File: src/rtl/rom_voice_scheduler.sv
// rom_voice_scheduler: time-shares one synchronous sine ROM among NUM_VOICES
// phase-accumulator voices; each accepted sample_tick runs one frame and emits a signed mix.
module rom_voice_scheduler #(
    parameter int unsigned NUM_VOICES = 4,
    parameter int unsigned PHASE_W    = 24,
    parameter int unsigned ADDR_W     = 9,
    parameter int unsigned DATA_W     = 16,
    parameter int unsigned MIX_W      = DATA_W + $clog2(NUM_VOICES)
) (
    input  logic                          clock,
    input  logic                          resetn,
    input  logic                          sample_tick,
    input  logic [NUM_VOICES-1:0]         voice_en,
    input  logic [NUM_VOICES*PHASE_W-1:0] phase_inc,
    output logic [ADDR_W-1:0]             rom_address,
    input  logic [DATA_W-1:0]             rom_q,
    output logic [NUM_VOICES*DATA_W-1:0]  voice_sample,
    output logic [MIX_W-1:0]              mix_out,
    output logic                          mix_valid,
    output logic                          busy,
    output logic                          overrun
);

    localparam int unsigned      CNT_W     = $clog2(NUM_VOICES + 2);
    localparam logic [CNT_W-1:0] LAST_EDGE = CNT_W'(NUM_VOICES + 1);
    localparam logic [CNT_W-1:0] NUM_V_C   = CNT_W'(NUM_VOICES);
    localparam logic [CNT_W-1:0] CAP_LAG   = CNT_W'(2);

    typedef enum logic {
        S_IDLE,
        S_RUN
    } state_e;

    state_e                state_q, state_d;
    logic [CNT_W-1:0]      edge_q, edge_d;
    logic [PHASE_W-1:0]    phase_q  [NUM_VOICES];
    logic [PHASE_W-1:0]    phase_d  [NUM_VOICES];
    logic [DATA_W-1:0]     sample_q [NUM_VOICES];
    logic [DATA_W-1:0]     sample_d [NUM_VOICES];
    logic [NUM_VOICES-1:0] en_q, en_d;
    logic [ADDR_W-1:0]     addr_q, addr_d;
    logic [MIX_W-1:0]      acc_q, acc_d;
    logic [MIX_W-1:0]      mix_q, mix_d;
    logic                  mix_valid_q, mix_valid_d;
    logic                  busy_q, busy_d;
    logic                  overrun_q, overrun_d;

    logic                  issue_vld;
    logic                  cap_vld;
    logic                  last_edge;
    logic [CNT_W-1:0]      issue_idx;
    logic [CNT_W-1:0]      cap_idx;
    logic [DATA_W-1:0]     cap_val;
    logic [MIX_W-1:0]      acc_sum;

    // edge_q holds k while the upcoming edge is Ek; E0 is handled from IDLE.
    always_comb begin
        state_d   = state_q;
        edge_d    = edge_q;
        busy_d    = busy_q;
        overrun_d = sample_tick && busy_q;
        issue_vld = 1'b0;
        issue_idx = '0;
        cap_vld   = 1'b0;
        cap_idx   = '0;
        last_edge = 1'b0;
        case (state_q)
            S_IDLE: begin
                if (sample_tick) begin
                    state_d   = S_RUN;
                    edge_d    = CNT_W'(1);
                    busy_d    = 1'b1;
                    issue_vld = 1'b1;
                end
            end
            S_RUN: begin
                edge_d = edge_q + 1'b1;
                if (edge_q < NUM_V_C) begin
                    issue_vld = 1'b1;
                    issue_idx = edge_q;
                end
                if (edge_q >= CAP_LAG) begin
                    cap_vld = 1'b1;
                    cap_idx = edge_q - CAP_LAG;
                end
                if (edge_q == LAST_EDGE) begin
                    state_d   = S_IDLE;
                    edge_d    = '0;
                    busy_d    = 1'b0;
                    last_edge = 1'b1;
                end
            end
            default: state_d = S_IDLE;
        endcase
    end

    always_comb begin
        addr_d      = addr_q;
        en_d        = en_q;
        acc_d       = acc_q;
        mix_d       = mix_q;
        mix_valid_d = 1'b0;
        cap_val     = '0;
        for (int unsigned i = 0; i < NUM_VOICES; i++) begin
            phase_d[i]  = phase_q[i];
            sample_d[i] = sample_q[i];
        end
        for (int unsigned i = 0; i < NUM_VOICES; i++) begin
            if (issue_vld && issue_idx == CNT_W'(i)) begin
                en_d[i] = voice_en[i];
                if (voice_en[i]) begin
                    addr_d     = phase_q[i][PHASE_W-1 -: ADDR_W];
                    phase_d[i] = phase_q[i] + phase_inc[i*PHASE_W +: PHASE_W];
                end else begin
                    addr_d     = '0;
                    phase_d[i] = '0;
                end
            end
            // The enable flag captured at issue gates the ROM word two edges later.
            if (cap_vld && cap_idx == CNT_W'(i)) begin
                sample_d[i] = en_q[i] ? rom_q : '0;
                cap_val     = sample_d[i];
            end
        end
        acc_sum = acc_q + MIX_W'($signed(cap_val));
        if (cap_vld) begin
            acc_d = acc_sum;
        end
        if (last_edge) begin
            mix_d       = acc_sum;
            acc_d       = '0;
            mix_valid_d = 1'b1;
        end
    end

    always_ff @(posedge clock or negedge resetn) begin
        if (!resetn) begin
            state_q     <= S_IDLE;
            edge_q      <= '0;
            en_q        <= '0;
            addr_q      <= '0;
            acc_q       <= '0;
            mix_q       <= '0;
            mix_valid_q <= 1'b0;
            busy_q      <= 1'b0;
            overrun_q   <= 1'b0;
            for (int unsigned i = 0; i < NUM_VOICES; i++) begin
                phase_q[i]  <= '0;
                sample_q[i] <= '0;
            end
        end else begin
            state_q     <= state_d;
            edge_q      <= edge_d;
            en_q        <= en_d;
            addr_q      <= addr_d;
            acc_q       <= acc_d;
            mix_q       <= mix_d;
            mix_valid_q <= mix_valid_d;
            busy_q      <= busy_d;
            overrun_q   <= overrun_d;
            for (int unsigned i = 0; i < NUM_VOICES; i++) begin
                phase_q[i]  <= phase_d[i];
                sample_q[i] <= sample_d[i];
            end
        end
    end

    always_comb begin
        voice_sample = '0;
        for (int unsigned i = 0; i < NUM_VOICES; i++) begin
            voice_sample[i*DATA_W +: DATA_W] = sample_q[i];
        end
    end

    assign rom_address = addr_q;
    assign mix_out     = mix_q;
    assign mix_valid   = mix_valid_q;
    assign busy        = busy_q;
    assign overrun     = overrun_q;

endmodule

File: config.mk
export PLATFORM = sky130hd
export DESIGN_NAME = rom_voice_scheduler
export DESIGN_NICKNAME = d
export VERILOG_FILES = /design/src/rtl/rom_voice_scheduler.sv
export SDC_FILE = /design/constraint.sdc
export NUM_CORES = 1
export LEC_CHECK = 0
export ABC_AREA = 1
export ABC_CLOCK_PERIOD_IN_PS = 4600
export CAP_MARGIN = 20
export CORE_MARGIN = 1.5
export CORE_UTILIZATION = 55
export CTS_CLUSTER_SIZE = 30
export DETAILED_ROUTE_END_ITERATION = 8
export HOLD_SLACK_MARGIN = 0.12
export PLACE_DENSITY_LB_ADDON = 0.15
export SETUP_SLACK_MARGIN = 0.2
export SYNTH_ARGS = -nofsm -noshare
export SYNTH_HDL_FRONTEND = slang
export SYNTH_SLANG_ARGS = --single-unit
File: constraint.sdc
create_clock -name clock -period 4.6 [get_ports clock]
set_input_delay 0.92 -clock clock [delete_from_list [all_inputs] [get_ports clock]]
set_output_delay 0.92 -clock clock [all_outputs]
set_load 0.02 [all_outputs]
==> impl_metrics.env <==
export IMPL_outcome="finished clean"
export IMPL_grt_ovfl_total=0
export IMPL_vias_per_cell=5.35
export IMPL_die_h_um=173
export IMPL_syn_nets=2665
export IMPL_drt_iter0_drc=1215
export IMPL_fin_nets=2871
export IMPL_dr_pass1_iters=8
export IMPL_clockBufferDepth=3
export IMPL_powerDensity_nw_per_um2=624
export IMPL_tightest_slew_ns=0.926
export IMPL_cts_tree="done"
export IMPL_layout_drive_gt1_share_pct=3.20
export IMPL_num_rows=61
export IMPL_fill_cells=2568
export IMPL_clock_latency_ns=0.54
export IMPL_die_area_um2=29800
export IMPL_die_w_um=173
export IMPL_syn_mean_instance_area_um2=6.51
export IMPL_antenna_found_initial=2
export IMPL_r2r_cells=13
export IMPL_grt_max_degree=108
export IMPL_leakage_uw=0.0104
export IMPL_fin_crit_sh_pct=72.5
export IMPL_end_kind="flop"
export IMPL_clkSlewWorstSetupHoldPaths_ns=0.06
export IMPL_ys_types=37
export IMPL_start_kind="flop"
export IMPL_grt_pass1_vias=15876
export IMPL_gp_congestion=0.956
export IMPL_crit_required_ns=5.03
export IMPL_dp_hpwl_um=37300
export IMPL_final_setup_tns_ns=0
export IMPL_numClockSinks=216
export IMPL_fmax_mhz=300
export IMPL_timing_worst_setup_path_type="reg2reg"
export IMPL_rsz0062_at_grt="no"
export IMPL_skew_ns=0.0186
export IMPL_r2r_start="edge_q[2]"
export IMPL_worst_ir_drop_vdd_v=0.000392
export IMPL_hold_path_class="in2async"
export IMPL_cp_arrival_ns=3.76
export IMPL_cts_hold_buf=0
export IMPL_htree_levels=1
export IMPL_ant_nets=0
export IMPL_clock_root_buffer="clkbuf_16"
export IMPL_rrSetupSlack_ns=1.27
export IMPL_hold_viol_final=0
export IMPL_slew_headroom_pct=38.1
export IMPL_initial_utilization_pct=56.4
export IMPL_grt_pass1_wl_um=79900
export IMPL_area_growth_pct=20.9
export IMPL_seq_area_frac_synth_pct=34.1
export IMPL_core_um2=28100
export IMPL_multi_input_area_um2=8910
export IMPL_syn_area_um2=15800
export IMPL_synth_seq_cells=216
export IMPL_synth_cells=2432
export IMPL_drc=0
export IMPL_p_total_uw=11900
export IMPL_numCtsBuffers=25
export IMPL_vias=16246
export IMPL_yosys_warnings=0
export IMPL_routed_wirelength_um=48800
export IMPL_period_needed_ns=3.33
export IMPL_io_buffers=212
export IMPL_post_cts_setup_buffer_count=0
export IMPL_cap_violations=0
export IMPL_pin_count=213
export IMPL_setup_viol=0
export IMPL_drv_slew=0
export IMPL_register_area_um2=5410
export IMPL_wire_per_inst_um=16.1
export IMPL_rr_endpoint="mix_out[16]"
export IMPL_cts_resized_gates=0
export IMPL_cp_max_fo=17
export IMPL_track_usage_pct=32.6
==> worst max-delay path, stage by stage, from the launching register on <==
cell and delay [ns]:
dfrtp_1 0.45, inv_1 0.11, nand2_1 0.12, nor2_2 0.18, nand2_1 0.39, buf_4 0.37
a41oi_1 0.26, ha_1 0.33, a21oi_1 0.37, o21ai_0 0.19, a21oi_1 0.20, nand3b_1 0.12
nand3_1 0.09, nand2_1 0.05
==> cell usage in the layout (no fill, tap or decap), types with 5 or more instances in the layout <==
cell and count:
a32o_1 7, nand3_1 148, a21oi_1 112, buf_4 12, xnor2_1 7, xor2_1 7, nand4_1 42, ha_1 109
fa_1 5, nor2_1 162, clkdlybuf4s50_1 211, clkinvlp_4 5, nand2_1 1001, a41oi_1 15, or2_2 9, nor3_1 5
inv_2 7, clkbuf_16 25, o21ai_1 9, inv_1 333, nand3b_1 13, a22o_1 9, dfrtp_1 216, clkbuf_8 8
o21ai_0 144, nand2_2 5, and2_1 9
==> Yosys cell counts (all sizes together) <==
master	instances	area, um^2
a21oi	112	561
a22o	9	78.8
a32o	7	70.1
a41oi	15	131
and2	9	56.3
buf	18	125
clkbuf	27	103
clkinv	1	3.75
dfrtp	216	5410
fa	5	100
ha	109	1360
inv	341	1280
nand2	1006	3790
nand3	148	741
nand3b	13	97.6
nand4	42	263
nor2	167	649
nor3	5	25.0
nor4	1	6.26
o211ai	1	7.51
o21ai	154	774
o21bai	2	15.0
o22ai	1	6.26
or2	9	56.3
xnor2	7	61.3
xor2	7	61.3
==> worst max-delay path by stage <==
| stage | from | endpoint | slack, ns | cells past startpoint |
|---|---|---|---|---|
| final | edge_q[2] | mix_out[16] | 1.27 | 13 |
| after CTS | edge_q[2] | mix_out[16] | 1.30 | 13 |
| after floorplan | state_q | mix_out[8] | 1.93 | 14 |
| after global placement | rom_q[0] | mix_out[8] | 1.28 | 12 |
| after detailed placement | rom_q[0] | mix_out[8] | 1.23 | 12 |
| after global routing | edge_q[2] | mix_out[16] | 0.91 | 13 |
==> power by group <==
group | total, uW | internal, uW | switching [uW]
combinational | 6660 | 2420 | 4240
sequential | 3250 | 2680 | 574
clock | 2040 | 1190 | 846
total | 11900 | 6290 | 5660
==> state kept, by name (all words and copies together), names as in the netlist <==
| name | count |
|---|---|
| mix_out | 18 |
| acc_q | 18 |
| phase_q | 96 |
| voice_sample | 64 |
| busy | 1 |
| edge_q | 3 |
| mix_valid | 1 |
| en_q | 4 |
| state_q | 1 |
| rom_address | 9 |
| overrun | 1 |
==> final cells by class <==
type / count / area share (%)
inverter: 342 / 6.72
timing repair buffer: 224 / 11.6
multi-input combinational: 1829 / 46.5
tap: 378 / 2.47
sequential: 216 / 28.2
clock inverter: 11 / 0.562
clock buffer: 35 / 3.88
antenna: 1 / 0.0131
==> through the flow <==
| stage | util, % | cells | hold slack (ns) | instance area, um^2 | worst slack, ns |
|---|---|---|---|---|---|
| floorplan | - | 2432 | 0.453 | 15800 | 1.93 |
| global placement | 65.1 | 2989 | 0.459 | 18300 | 1.28 |
| detailed placement | 65.1 | 2989 | 0.471 | 18300 | 1.23 |
| CTS | 68.2 | 3035 | 0.450 | 19100 | 1.30 |
| global route | 68.2 | 3035 | 0.485 | 19100 | 0.905 |
| finish | 68.2 | 3036 | 0.399 | 19100 | 1.27 |
==> cell families (layout without fill, tap and decap cells) <==
group	Yosys count	in the layout	synth area share, %
adder cells (fa/ha/maj)	114	114	9.25
flip-flops	216	216	34.1
buffers and inverters	387	612	9.56
other	0	1	0
AND/OR/NAND/NOR	1400	1400	35.9
XOR/XNOR	14	14	0.774
AO/OA/AOI/OAI	301	301	10.4
==> per-layer routing <==
metal  wire (um)  GRT usage [%]  vias to the layer above
li1            -              -                     8133
met1       21300           42.6                     7517
met2       23000           55.9                      501
met3        3070           5.01                       93
met4        1410           9.53                        2
met5          13              0                        -
Power figures use the tool's default switching activity.
